<file path="src/rtl/slice_reg_pkg.sv">
// Shared types for the slice register stage: config word layout, mode encodings, cfg FSM states.
// Optional readback port on slice_reg_pair is enabled by defining SLICE_READBACK_EN.
package slice_reg_pkg;

  localparam int CFG_BITS = 6;

  localparam int BIT_REGSET  = 0;
  localparam int BIT_SEL     = 1;
  localparam int BIT_LSRMODE = 2;
  localparam int BIT_GSR     = 3;
  localparam int BIT_SRMODE  = 4;
  localparam int BIT_CEMUX   = 5;

  typedef enum logic {
    REGSET_RESET = 1'b0,
    REGSET_SET   = 1'b1
  } regset_e;

  typedef enum logic {
    SRMODE_LSR_OVER_CE = 1'b0,
    SRMODE_ASYNC       = 1'b1
  } srmode_e;

  typedef enum logic {
    LSRMODE_LSR  = 1'b0,
    LSRMODE_PRLD = 1'b1
  } lsrmode_e;

  // Packed MSB-first so that the struct matches the raw word bit for bit.
  typedef struct packed {
    logic     cemux;
    srmode_e  srmode;
    logic     gsr;
    lsrmode_e lsrmode;
    logic     sel;
    regset_e  regset;
  } cfg_t;

  localparam logic [0:0] ST_IDLE   = 1'b0;
  localparam logic [0:0] ST_COMMIT = 1'b1;

  function automatic int idx_width(input int n);
    return (n > 1) ? $clog2(n) : 1;
  endfunction

  function automatic cfg_t cfg_unpack(input logic [CFG_BITS-1:0] w);
    cfg_t c;
    c.regset  = regset_e'(w[BIT_REGSET]);
    c.sel     = w[BIT_SEL];
    c.lsrmode = lsrmode_e'(w[BIT_LSRMODE]);
    c.gsr     = w[BIT_GSR];
    c.srmode  = srmode_e'(w[BIT_SRMODE]);
    c.cemux   = w[BIT_CEMUX];
    return c;
  endfunction

endpackage

</file>
<file path="src/rtl/slice_reg_pair_if.sv">
// Config port of the slice register stage: shadow writes, commit request and FSM status.
interface slice_reg_pair_if
  import slice_reg_pkg::*;
#(
  parameter int NREG = 2,
  parameter int CFGW = CFG_BITS
);
  localparam int IDXW = idx_width(NREG);

  // Handshake: a write transfers on a rising edge where cfg_valid && cfg_ready;
  // cfg_idx/cfg_data must be stable while cfg_valid is high. cfg_commit is a level
  // sampled only in IDLE; cfg_busy marks the single COMMIT cycle (cfg_ready low).
  logic            cfg_valid;
  logic            cfg_ready;
  logic [IDXW-1:0] cfg_idx;
  logic [CFGW-1:0] cfg_data;
  logic            cfg_commit;
  logic            cfg_busy;
  logic [0:0]      cfg_state;

  modport master (
    output cfg_valid, cfg_idx, cfg_data, cfg_commit,
    input  cfg_ready, cfg_busy, cfg_state
  );

  modport slave (
    input  cfg_valid, cfg_idx, cfg_data, cfg_commit,
    output cfg_ready, cfg_busy, cfg_state
  );

endinterface

</file>
<file path="src/rtl/slice_reg_bit.sv">
// One slice register: LSR/CE/SEL muxing in front of the flop plus the zero-latency ASYNC output mask.
module slice_reg_bit
  import slice_reg_pkg::*;
(
  input  logic clk,
  input  logic gsr_n,
  input  logic ce,
  input  logic lsr,
  input  logic df,
  input  logic di,
  input  cfg_t cfg,
  output logic q
);

  logic q_ff;
  logic sr_val;
  logic ce_eff;
  logic d_sel;
  logic unused_gsr;

  // GSR only matters through the reset-cleared config, so the bit is not consulted here.
  assign unused_gsr = cfg.gsr;

  assign sr_val = (cfg.lsrmode == LSRMODE_PRLD) ? di : cfg.regset;
  assign ce_eff = cfg.cemux | ce;
  assign d_sel  = cfg.sel ? di : df;

  always_ff @(posedge clk or negedge gsr_n) begin
    if (!gsr_n) begin
      q_ff <= 1'b0;
    end else if (lsr) begin
      q_ff <= sr_val;
    end else if (ce_eff) begin
      q_ff <= d_sel;
    end
  end

  assign q = ((cfg.srmode == SRMODE_ASYNC) && lsr) ? sr_val : q_ff;

endmodule

</file>
<file path="src/rtl/slice_reg_pair.sv">
// Slice register stage: NREG slice_reg_bit flops, shadow/active config with a one-cycle commit FSM.
// Define SLICE_READBACK_EN to add the rb_* port returning {Q[idx], active[idx]} one cycle after rb_req.
module slice_reg_pair
  import slice_reg_pkg::*;
#(
  parameter int NREG = 2,
  parameter int CFGW = CFG_BITS,
  localparam int IDXW = idx_width(NREG)
) (
  input  logic            CLK,
  input  logic            GSR_N,
  input  logic            CE,
  input  logic            LSR,
  input  logic [NREG-1:0] DF,
  input  logic [NREG-1:0] DI,
  output logic [NREG-1:0] Q,
  slice_reg_pair_if.slave cfg
`ifdef SLICE_READBACK_EN
  ,
  input  logic            rb_req,
  input  logic [IDXW-1:0] rb_idx,
  output logic            rb_valid,
  output logic [CFGW:0]   rb_data
`endif
);

  logic [0:0]      state;
  cfg_t            shadow    [NREG];
  cfg_t            shadow_nx [NREG];
  cfg_t            active    [NREG];
  logic [IDXW-1:0] wr_idx;
  logic            wr_en;

  assign cfg.cfg_ready = (state == ST_IDLE);
  assign cfg.cfg_busy  = (state == ST_COMMIT);
  assign cfg.cfg_state = state;

  assign wr_idx = cfg.cfg_idx;
  assign wr_en  = cfg.cfg_valid && (state == ST_IDLE) && (int'(wr_idx) < NREG);

  // Merging the write here lets a same-cycle commit pick up the word being written.
  always_comb begin
    shadow_nx = shadow;
    if (wr_en) begin
      shadow_nx[wr_idx] = cfg_unpack(cfg.cfg_data);
    end
  end

  always_ff @(posedge CLK or negedge GSR_N) begin
    if (!GSR_N) begin
      state <= ST_IDLE;
      for (int i = 0; i < NREG; i++) begin
        shadow[i] <= '0;
        active[i] <= '0;
      end
    end else begin
      shadow <= shadow_nx;
      case (state)
        ST_IDLE: begin
          if (cfg.cfg_commit) begin
            active <= shadow_nx;
            state  <= ST_COMMIT;
          end
        end
        default: state <= ST_IDLE;
      endcase
    end
  end

  for (genvar i = 0; i < NREG; i++) begin : g_reg
    slice_reg_bit u_bit (
      .clk   (CLK),
      .gsr_n (GSR_N),
      .ce    (CE),
      .lsr   (LSR),
      .df    (DF[i]),
      .di    (DI[i]),
      .cfg   (active[i]),
      .q     (Q[i])
    );
  end

`ifdef SLICE_READBACK_EN
  logic rb_hit;

  assign rb_hit = (int'(rb_idx) < NREG);

  // Active is sampled at the capture edge, so a request in COMMIT sees the new word.
  always_ff @(posedge CLK or negedge GSR_N) begin
    if (!GSR_N) begin
      rb_valid <= 1'b0;
      rb_data  <= '0;
    end else begin
      rb_valid <= rb_req;
      if (rb_req) begin
        rb_data <= rb_hit ? {Q[rb_idx], active[rb_idx]} : '0;
      end
    end
  end
`endif

endmodule

</file>
<file path="src/flat_wrapper.sv">
// flat-port wrapper written by rule: the top's interface ports become plain ports
module slice_reg_pair_flat import slice_reg_pkg::*;
#(
  parameter int NREG = 2,
  parameter int CFGW = CFG_BITS,
  localparam int IDXW = idx_width(NREG)
)
  (CLK, GSR_N, CE, LSR, DF, DI, Q, cfg_cfg_valid, cfg_cfg_idx, cfg_cfg_data, cfg_cfg_commit, cfg_cfg_ready, cfg_cfg_busy, cfg_cfg_state);
  slice_reg_pair_if #(.NREG(NREG), .CFGW(CFGW)) cfg_i ();
  input  logic CLK;
  input  logic GSR_N;
  input  logic CE;
  input  logic LSR;
  input  logic [NREG-1:0] DF;
  input  logic [NREG-1:0] DI;
  output logic [NREG-1:0] Q;
  input wire logic [$bits(cfg_i.cfg_valid)-1:0] cfg_cfg_valid;
  input wire logic [$bits(cfg_i.cfg_idx)-1:0] cfg_cfg_idx;
  input wire logic [$bits(cfg_i.cfg_data)-1:0] cfg_cfg_data;
  input wire logic [$bits(cfg_i.cfg_commit)-1:0] cfg_cfg_commit;
  output wire logic [$bits(cfg_i.cfg_ready)-1:0] cfg_cfg_ready;
  output wire logic [$bits(cfg_i.cfg_busy)-1:0] cfg_cfg_busy;
  output wire logic [$bits(cfg_i.cfg_state)-1:0] cfg_cfg_state;
  assign cfg_i.cfg_valid = cfg_cfg_valid;
  assign cfg_i.cfg_idx = cfg_cfg_idx;
  assign cfg_i.cfg_data = cfg_cfg_data;
  assign cfg_i.cfg_commit = cfg_cfg_commit;
  assign cfg_cfg_ready = cfg_i.cfg_ready;
  assign cfg_cfg_busy = cfg_i.cfg_busy;
  assign cfg_cfg_state = cfg_i.cfg_state;
  slice_reg_pair #(.NREG(NREG), .CFGW(CFGW)) u_core (.CLK(CLK), .GSR_N(GSR_N), .CE(CE), .LSR(LSR), .DF(DF), .DI(DI), .Q(Q), .cfg(cfg_i));
endmodule
</file>
<file path="config.mk">
export PLATFORM = sky130hd
export DESIGN_NAME = slice_reg_pair_flat
export DESIGN_NICKNAME = d
export VERILOG_FILES = /design/src/rtl/slice_reg_pkg.sv /design/src/rtl/slice_reg_pair_if.sv /design/src/rtl/slice_reg_bit.sv /design/src/rtl/slice_reg_pair.sv /design/src/flat_wrapper.sv
export SDC_FILE = /design/constraint.sdc
export NUM_CORES = 1
export LEC_CHECK = 0
export BUFFER_PORTS_ARGS = -buffer_cell sky130_fd_sc_hd__buf_4
export CORE_UTILIZATION = 30
export CTS_CLUSTER_SIZE = 10
export DETAILED_ROUTE_END_ITERATION = 12
export SLEW_MARGIN = 20
export SYNTH_ARGS = -nofsm -noshare
export SYNTH_HDL_FRONTEND = slang
export SYNTH_HIERARCHICAL = 1
export SYNTH_SLANG_ARGS = --single-unit
</file>
<file path="constraint.sdc">
create_clock -name CLK -period 2.1 [get_ports CLK]
set_input_delay 0.315 -clock CLK [delete_from_list [all_inputs] [get_ports CLK]]
set_output_delay 0.315 -clock CLK [all_outputs]
set_load 0.02 [all_outputs]
</file>
==> metrics.md, run 1 <==
| Metric | Value |
|---|---|
| Post-Syn Instances | 64 |
| Critical path required time | between 2000 and 2500 ps |
| Kind of critical path | reg -> reg |
| Syn_nets | slightly above 80 |
| Clock root buffer | clkbuf_4 |
| Max IR drop VDD | ~450 uV |
| DRC | 0 |
| First-pass GRT wire length | 2620 um |
| Least-Margin Pin Slew | 325 ps |
| Vias in the first global route | between 500 and 600 |
| Synth Area per Inst | 15.3 um2 |
| Bufs on Longest Clock Path | 2 |
| Leakage Power | between 0.5 and 0.6 nW |
| Register area | about 580 um2 |
| Die width | just under 60 um |
| Postcts setup bufs | 0 |
| Clk pin slew, worst setup/hold paths | approximately 120 ps |
| Die footprint | approximately 3500 um2 |
| Via Count | 569 |
| Clock Skew | 7.79 ps |
| CTS tree | yes |
| Placer Congestion | approximately 0.70 |
| Area of the multi-input gates | between 300 and 400 um2 |
| Largest net degree at the start of global routing | 24 |
| CP Capture Type | flop |
| Yosys warns | 6 |
| Initial Util | 0.319 |
| Critical Path Source Type | flop |
| Area Growth Syn to Fin | 23.1% |
| Routed WL per cell | 11.8 um |
| HPWL Detailed | around 1200 um |
| Rel. slew slack | 0.783 |
| Endpoints failing setup | 0 |
| Share of cells above drive strength 1 | 0.517 |
| Fillcell total | around 310 |
| CP cell instances | or3b_1, mux2_4, mux2_2 |
| PwrDens | a little under 900 nW/um2 |
| CORE AREA | slightly above 3000 um2 |
| Final period util | 0.801 |
| Initial DRC count | 8 |
| Run status | completed |
| Count of port buffers added during placement | 20 |
| Sink Count | 23 |
| Max-cap violation count | 0 |
| Initial antenna violation count | 0 |
| GRT Total Usage | 0.104 |
| Minimum clock period | roughly 1700 ps |
| H-tree depth | 1 |
| Ports | 22 |
| Peak Freq | ~0.59 GHz |
| Fin nets | approximately 110 |
| Mapped cell area | ~980 um2 |
| Final slew viol count | 0 |
| RSZ-0062 raised after global routing | false |
| CP max-delay cell | or3b_1 |
| Num CTS Buffers | 3 |
| Antenna diode count | 0 |
| Total wire length | 1540 um |
| Min-delay worst type | in -> reg |
| Crit-path max FO | 6 |
| Routed Antenna Nets | 0 |
| Hold Fails Final Rpt | 0 |
| Total gr overflow | 0 |
| Latest clock arrival within the worst-skew pair | around 300 ps |
| Worst path max stage delay | around 530 ps |
| WP data arrival | around 1900 ps |
| Setup TNS | 0 ps |
| Via density | 4.34 |
| Router iterations before antenna repair | 3 |
| Die Ht | just under 60 um |
| Rows | 20 |
| Worst hold slack | 234 ps |
[repair_timing]
action / 4_1_cts / 5_1_grt
endpoints found under the hold margin: 23 / 0
endpoints found under the setup margin: 0 / 0
hold buffers: 1 / 0
gates resized for setup: 0 / 0
[placed cells by master (no fill, tap or decap), drive strengths merged]
cell type    instances
a31oi                2
buf                 21
mux2                22
clkbuf               3
a21oi                2
dlygate4sd3          1
inv                  1
nor2b                1
nand3b               1
dfrtp               23
or3b                 1
nor2                 2
clkinv               1
mux2i                6
[state kept, by name, indices dropped and copies added (netlist names)]
signal	cells
u_core/cfg.cfg_busy	1
u_core/g.u_bit/q_ff	2
u_core/active	10
u_core/shadow	10
[worst paths after layout]
path | from | endpoint | slack, ps | cells after the start
max reg2reg | u_core/cfg.cfg_busy$_DFF_PN0_ | u_core/active[11]$_DFFE_PN0P_ | 420 | 3
min in group asynchronous | GSR_N | u_core/active[2]$_DFFE_PN0P_ | 420 | 2
min reg2reg | u_core/shadow[2]$_DFF_PN0_ | u_core/shadow[2]$_DFF_PN0_ | 500 | 1
max | u_core/cfg.cfg_busy$_DFF_PN0_ | u_core/active[11]$_DFFE_PN0P_ | 420 | 3
max in group asynchronous | GSR_N | u_core/active[6]$_DFFE_PN0P_ | 1450 | 2
min | LSR | u_core/g_reg[1].u_bit/q_ff$_DFFE_PN0P_ | 230 | 2
[through the flow]
stage / total power [mW] / std cells / cell area (um2) / setup slack [ps] / util
3_5_place_dp: 0.895 / 126 / 1170 / 395 / 0.380
4_1_cts: 1.09 / 131 / 1210 / 408 / 0.393
2_1_floorplan: 0.794 / 64 / 982 / 443 / -
6_report: 1.07 / 131 / 1210 / 418 / 0.393
3_3_place_gp: 0.884 / 126 / 1170 / 408 / 0.380
5_1_grt: 1.15 / 131 / 1210 / 358 / 0.393
[worst max-delay path: cells and delay by family (launching register included)]
family,cells,cell delay (ps)
flip-flops,1,440
multiplexers,2,620
AND/OR/NAND/NOR,1,530
[metal layers]
layer  global-route usage  vias to the layer above  routed length [um]
met1                0.151                      287                 734
met2                0.144                        7                 747
li1                     -                      273                   -
met3               0.0218                        2                  50
met5                    0                        -                   0
met4               0.0510                        0                   9
[area by class of cell]
type,count,area share
clock buffer,3,0.0186
multi-input combinational,37,0.314
tap,44,0.0455
clock inverter,1,0.00414
timing repair buffer,22,0.139
sequential,23,0.476
inverter,1,0.00311
[where the power goes]
group          internal [mW]  switching (mW)  total, mW
combinational          0.167           0.114      0.281
sequential             0.548          0.0519      0.600
clock                 0.0709           0.121      0.191
total                  0.785           0.287       1.07
Power figures use the tool's default switching activity.
==> run 2, diff against run 1 <==
--- a/config.mk
+++ b/config.mk
@@ -5,6 +5,7 @@
 export SDC_FILE = /design/constraint.sdc
 export NUM_CORES = 1
 export LEC_CHECK = 0
+export ABC_AREA = 1
 export BUFFER_PORTS_ARGS = -buffer_cell sky130_fd_sc_hd__buf_4
 export CORE_UTILIZATION = 30
 export CTS_CLUSTER_SIZE = 10
==> constraint.sdc (replaced) <==
create_clock -name CLK -period 1.6 [get_ports CLK]
set_input_delay 0.24 -clock CLK [delete_from_list [all_inputs] [get_ports CLK]]
set_output_delay 0.24 -clock CLK [all_outputs]
set_load 0.02 [all_outputs]
==> run 2 against run 1 <==
  * Via count increased by 62%
  * First-iteration DRC count grew to 5.3 times the previous value
  * Core utilization is 1.7 points lower
  * Non-clock buffer count down 1
  * Clock power rose by 84%
  * Sequential power rose by 22%
  * Largest power group unchanged
==> metrics.md, run 2 <==
| Metric | Value |
|---|---|
| Postcts setup bufs | 0 (unchanged) |
| CTS tree | yes (unchanged) |
| DRC | 0 (unchanged) |
| Initial Util | 0.313 (was 0.319) |
| Hold Fails Final Rpt | 0 (unchanged) |
| Worst Setup SP | u_core/active[2]$_DFFE_PN0P_ (was u_core/cfg.cfg_busy$_DFF_PN0_) |
| Max IR drop VDD | 277 uV (was 450 uV) |
| Fin nets | 185 (was 105) |
| Ports | 22 (unchanged) |
| Setup TNS | 0 ps (unchanged) |
| Least-Margin Pin Slew | 294 ps (was 325 ps) |
| CP Capture Type | primary output (was flop) |
| Run status | completed (unchanged) |
| Clock Skew | 1.69 ps (was 7.79 ps) |
| Rel. slew slack | 0.804 (was 0.783) |
| Rows | 22 (was 20) |
| CORE AREA | 3690 um2 (was 3080 um2) |
| WL met3 | 140 um (was 50 um) |
| R2R Path End | u_core/active[6]$_DFFE_PN0P_ (was u_core/active[11]$_DFFE_PN0P_) |
| RR Startpoint | u_core/cfg.cfg_busy$_DFF_PN0_ (unchanged) |
| First-pass GRT wire length | 3940 um (was 2620 um) |
| Router iterations before antenna repair | 4 (was 3) |
| PwrDens | 1040 nW/um2 (was 887 nW/um2) |
| FF-to-FF path depth | 5 (was 3) |
| Final slew viol count | 0 (unchanged) |
| GRT Total Usage | 0.124 (was 0.104) |
| WL met1 | 1150 um (was 734 um) |
| Vias in the first global route | 882 (was 527) |
| Minimum clock period | 1400 ps |
| Clk pin slew, worst setup/hold paths | 80 ps (was 120 ps) |
| Flop-to-flop setup slack | 400 ps (was 420 ps) |
| Crit path capture | Q[1] (was u_core/active[11]$_DFFE_PN0P_) |
| Via density | 4.28 (was 4.34) |
| Sink Count | 23 (unchanged) |
| Endpoints failing setup | 0 (unchanged) |
| Synth Area per Inst | 7.86 um2 (was 15.3 um2) |
| Antenna diode count | 0 (unchanged) |
| Crit-path max FO | 3 (was 6) |
| Critical Path Source Type | flop (unchanged) |
| Total wire length | 2160 um (was 1540 um) |
| Peak Freq | around 0.7 GHz |
| Routed Antenna Nets | 0 (unchanged) |
| Most common cell after layout, fill and taps aside | nand2_1 (was dfrtp_1) |
| Highest metal used | met4 (unchanged) |
| Latest clock arrival within the worst-skew pair | 260 ps (was 300 ps) |
| RSZ-0062 raised after global routing | false (unchanged) |
| Post-CTS Resized | 0 (unchanged) |
| Most frequent cells in the layout | nand2_1 (46), nand3_1 (29), dfrtp_1 (23), inv_1 (21), buf_4 (20) (was dfrtp_1 (23), buf_4 (21), mux2_2 (15), mux2i_1 (6), mux2_4 (5)) |
| Yosys warns | 6 (unchanged) |
| Final period util | 0.877 |
| Hold_buf cts | 1 (unchanged) |
| Die width | 64.1 um (was 59.2 um) |
| Count of port buffers added during placement | 20 (unchanged) |
| H-tree depth | 1 (unchanged) |
| Max-cap violation count | 0 (unchanged) |
| Kind of critical path | reg -> out (was reg -> reg) |
| Initial DRC count | 42 (was 8) |
| Bufs on Longest Clock Path | 2 (unchanged) |
| Die footprint | 4110 um2 (was 3510 um2) |
| Setup WS post-layout | 196 ps (was 418 ps) |
| Top Registers | u_core/active (10), u_core/shadow (10), u_core/g.u_bit/q_ff (2) (unchanged) |
| Routed WL per cell | 10.0 um (was 11.8 um) |
| Post-Place Cells | 210 (was 126) |
| Mapped cell area | 1160 um2 (was 982 um2) |
| Total gr overflow | 0 (unchanged) |
| Fin cells | 215 (was 131) |
| Worst hold slack | 247 ps (was 234 ps) |
| Placer Congestion | 0.812 (was 0.702) |
| WP data arrival | 1160 ps (was 1870 ps) |
| Initial antenna violation count | 0 (unchanged) |
| Min-delay worst type | in -> reg (unchanged) |
| Critical path required time | 1360 ps (was 2290 ps) |
| Largest net degree at the start of global routing | 24 (unchanged) |
| Post-Syn Instances | 147 (was 64) |
| Area Growth Syn to Fin | 19.8% (was 23.1%) |
| HPWL Detailed | 1590 um (was 1200 um) |
| Power Total | 1.44 mW (was 1.07 mW) |
| Clock root buffer | clkbuf_8 (was clkbuf_4) |
| Place WS | 408 ps (was 395 ps) |
| Share of cells above drive strength 1 | 0.204 (was 0.517) |
| Leakage Power | 0.751 nW (was 0.561 nW) |
| Via Count | 921 (was 569) |
| Metal2 WL | 836 um (was 747 um) |
| Die Ht | 64.1 um (was 59.2 um) |
| Syn_nets | 164 (was 81) |
| Num CTS Buffers | 3 (unchanged) |
-- run 2: worst min path at each step --
stage	from	end	cells past startpoint
2_1_floorplan	GSR_N	u_core/active[0]$_DFFE_PN0P_	0
3_3_place_gp	GSR_N	u_core/g_reg[1].u_bit/q_ff$_DFFE_PN0P_	1
3_5_place_dp	GSR_N	u_core/active[1]$_DFFE_PN0P_	1
4_1_cts	CE	u_core/g_reg[1].u_bit/q_ff$_DFFE_PN0P_	4
5_1_grt	CE	u_core/g_reg[1].u_bit/q_ff$_DFFE_PN0P_	4
6_report	CE	u_core/g_reg[1].u_bit/q_ff$_DFFE_PN0P_	4
-- run 2: through the flow --
step / cell area, um2 / utilization
CTS: 1390 / 0.376
finish: 1390 / 0.376
global route: 1390 / 0.376
global placement: 1330 / 0.361
detailed placement: 1330 / 0.361
floorplan: 1160 / -
-- run 2: routing by layer --
metal,global-route usage,up-vias
met5,0,-
met4,0.0426,0
met3,0.0250,3
met2,0.169,34
met1,0.192,398
li1,-,486
-- run 2: final cells by class --
| cell class | count | area (um2) |
|---|---|---|
| Fill cell | 416 | 2300 |
| Tap cell | 48 | 60.1 |
| Timing Repair Buffer | 21 | 160 |
| Sequential cell | 23 | 576 |
| Inverter | 25 | 93.8 |
| Multi-Input combinational cell | 94 | 450 |
| Clock buffer | 4 | 45.0 |
-- run 2: critical path: stages, from the launching register on --
cell and delay [ps]:
dfrtp_1 410, inv_1 60, nand2_1 60, and2_4 140
o21ai_2 90, buf_4 140
-- run 2: power by group --
group	total, mW	internal (mW)	switching [mW]
Clock	0.351	0.177	0.174
Combinational	0.356	0.161	0.195
Sequential	0.730	0.682	0.0481
==> run 3, diff against run 2 <==
--- a/config.mk
+++ b/config.mk
@@ -7,9 +7,10 @@
 export LEC_CHECK = 0
 export ABC_AREA = 1
 export BUFFER_PORTS_ARGS = -buffer_cell sky130_fd_sc_hd__buf_4
-export CORE_UTILIZATION = 30
+export CORE_UTILIZATION = 50
 export CTS_CLUSTER_SIZE = 10
 export DETAILED_ROUTE_END_ITERATION = 12
+export PLACE_DENSITY = 0.72
 export SLEW_MARGIN = 20
 export SYNTH_ARGS = -nofsm -noshare
 export SYNTH_HDL_FRONTEND = slang
==> constraint.sdc (replaced) <==
create_clock -name CLK -period 1.48 [get_ports CLK]
set_input_delay 0.222 -clock CLK [delete_from_list [all_inputs] [get_ports CLK]]
set_output_delay 0.222 -clock CLK [all_outputs]
set_load 0.02 [all_outputs]
==> run 3 against run 2 <==
  * Die area fell by 39%
  * Combinational power grew 15%
  * Clock power down 20%
  * Register-to-register slack got worse by 110 ps
  * Final area decreased by 1.8%
  * Core utilization is 25 points higher
  * Critical path type unchanged
  * Critical endpoint is now Q[0]
  * Largest cell class unchanged
==> metrics.md, run 3 (synthesis gave the netlist of run 2 again) <==
| Metric | Value |
|---|---|
| Latest clock arrival within the worst-skew pair | 300 ps (was 260 ps) |
| Clock root buffer | clkbuf_4 (was clkbuf_8) |
| DRC | 0 (unchanged) |
| Run status | completed (unchanged) |
| Leakage Power | 0.753 nW (was 0.751 nW) |
| Placer Congestion | 0.805 (was 0.812) |
| Die Ht | 50.1 um (was 64.1 um) |
| Register area | 576 um2 (unchanged) |
| Final core occ | 0.621 (was 0.376) |
| CP cell instances | inv_1, nand2_2, and2_4, o21ai_2, buf_6 (was inv_1, nand2_1, and2_4, o21ai_2, buf_4) |
| Critical Path Source Type | flop (unchanged) |
| Least-Margin Pin Slew | 288 ps (was 294 ps) |
| Worst path max stage delay | 420 ps (was 410 ps) |
| Fin cells | 196 (was 215) |
| WP data arrival | 1220 ps (was 1160 ps) |
| Setup TNS | 0 ps (unchanged) |
| Initial Util | 0.528 (was 0.313) |
| Largest net degree at the start of global routing | 24 (unchanged) |
| Router iterations before antenna repair | 4 (unchanged) |
| CP max-delay cell | dfrtp_1 (unchanged) |
| Final slew viol count | 0 (unchanged) |
| HPWL Detailed | 1560 um (was 1590 um) |
| Initial antenna violation count | 0 (unchanged) |
| Vias in the first global route | 851 (was 882) |
| Bufs on Longest Clock Path | 2 (unchanged) |
| Critical path required time | 1260 ps (was 1360 ps) |
| Min-delay worst type | in -> reg (unchanged) |
| Place WS | 329 ps (was 408 ps) |
| Setup WS post-layout | 36.4 ps (was 196 ps) |
| Die footprint | 2510 um2 (was 4110 um2) |
| Antenna diode count | 0 (unchanged) |
| Routed Antenna Nets | 0 (unchanged) |
| Clock Skew | 6.35 ps (was 1.69 ps) |
| Total wire length | 2150 um (was 2160 um) |
| Top Registers | u_core/active (10), u_core/shadow (10), u_core/g.u_bit/q_ff (2) (unchanged) |
| CTS tree | yes (unchanged) |
| Most common cell after layout, fill and taps aside | nand2_1 (unchanged) |
| Via Count | 950 (was 921) |
| Total gr overflow | 0 (unchanged) |
| Final period util | 0.975 |
| Fin nets | 186 (was 185) |
| Rel. slew slack | 0.808 (was 0.804) |
| Max-cap violation count | 0 (unchanged) |
| Peak Freq | just under 0.7 GHz |
| Minimum clock period | 1440 ps |
| First-pass GRT wire length | 3680 um (was 3940 um) |
| Crit-path leading delay family | flip-flops (unchanged) |
| Hold Fails Final Rpt | 0 (unchanged) |
| Num CTS Buffers | 3 (unchanged) |
| Buf/Inv on CP | 2 (unchanged) |
| Max IR drop VDD | 553 uV (was 277 uV) |
| Worst hold slack | 202 ps (was 247 ps) |
| Post-Place Cells | 190 (was 210) |
| H-tree depth | 1 (unchanged) |
| Ports | 22 (unchanged) |
| Fillcell total | 208 (was 416) |
| Routed WL per cell | 11.0 um (was 10.0 um) |
| Most frequent cells in the layout | nand2_1 (45), nand3_1 (29), dfrtp_1 (23), inv_1 (21), buf_4 (19) (was nand2_1 (46), nand3_1 (29), dfrtp_1 (23), inv_1 (21), buf_4 (20)) |
| CORE AREA | 2190 um2 (was 3690 um2) |
| Initial DRC count | 19 (was 42) |
| Count of port buffers added during placement | 20 (unchanged) |
| Area of the multi-input gates | 453 um2 (was 450 um2) |
| Endpoints failing setup | 0 (unchanged) |
| Crit-path max FO | 3 (unchanged) |
| RSZ-0062 raised after global routing | true (was false) |
| Clk pin slew, worst setup/hold paths | 130 ps (was 80 ps) |
| Via density | 4.85 (was 4.28) |
| CP Capture Type | primary output (unchanged) |
| PwrDens | 1090 nW/um2 (was 1040 nW/um2) |
| Share of cells above drive strength 1 | 0.220 (was 0.204) |
| Rows | 17 (was 22) |
| Area Growth Syn to Fin | 17.6% (was 19.8%) |
| Sink Count | 23 (unchanged) |
| Kind of critical path | reg -> out (unchanged) |
| GRT Total Usage | 0.195 (was 0.124) |
| Die width | 50.1 um (was 64.1 um) |
## run 3: changes by cell type in the layout (fill, tap and decap cells not counted), sizes merged
cell / before / now
clkbuf: 4 / 3
buf: 20 / 21
clkinv: 0 / 1
## run 3: repair_timing
item	CTS	global route
hold buffers	1	0
endpoints found under the setup margin	0	2
endpoints found under the hold margin	23	0
resized for setup	0	3
buffers inserted	0	1
## run 3: worst paths after layout
| kind | cells after the start | slack [ps] | startpoint | end |
|---|---|---|---|---|
| worst max-delay path | 5 | 40 | u_core/active[8]$_DFFE_PN0P_ | Q[0] |
| min in group asynchronous | 2 | 330 | GSR_N | u_core/active[5]$_DFFE_PN0P_ |
| worst min register to register | 2 | 500 | u_core/active[4]$_DFFE_PN0P_ | u_core/active[4]$_DFFE_PN0P_ |
| worst max register to register | 5 | 290 | u_core/cfg.cfg_busy$_DFF_PN0_ | u_core/active[8]$_DFFE_PN0P_ |
| worst min-delay path | 4 | 200 | CE | u_core/g_reg[1].u_bit/q_ff$_DFFE_PN0P_ |
| max in group asynchronous | 2 | 920 | GSR_N | u_core/shadow[5]$_DFF_PN0_ |
## run 3: per-stage QoR
stage	total power [mW]	cell area, um2
after global placement	1.17	1310
after floorplan	1.07	1160
after global routing	1.59	1360
final	1.48	1360
after CTS	1.47	1340
after detailed placement	1.19	1310
## run 3: worst reg2reg max path, cell delays in order, from the launching register on
cell     delay [ps]
dfrtp_1         460
inv_2           120
nand2_2         150
inv_2           210
nand3_1         130
nand2_1          80
## run 3: layout make-up
cell class                      instances  share of cell area
Inverter                               25              0.0690
Tap cell                               28              0.0258
Sequential cell                        23               0.423
Clock inverter                          1             0.00368
Multi-Input combinational cell         94               0.333
Clock buffer                            3              0.0166
Timing Repair Buffer                   22               0.129
## run 3: power breakdown
part | internal, mW | switching [mW] | leakage [nW]
sequential | 0.737 | 0.0564 | 0.263
combinational | 0.190 | 0.219 | 0.473
clock | 0.101 | 0.182 | 0.0177
## run 3: per-layer routing
metal	routed length (um)	track usage
met5	0	0
met3	94	0.0185
met2	954	0.313
met4	16	0.0714
met1	1090	0.270
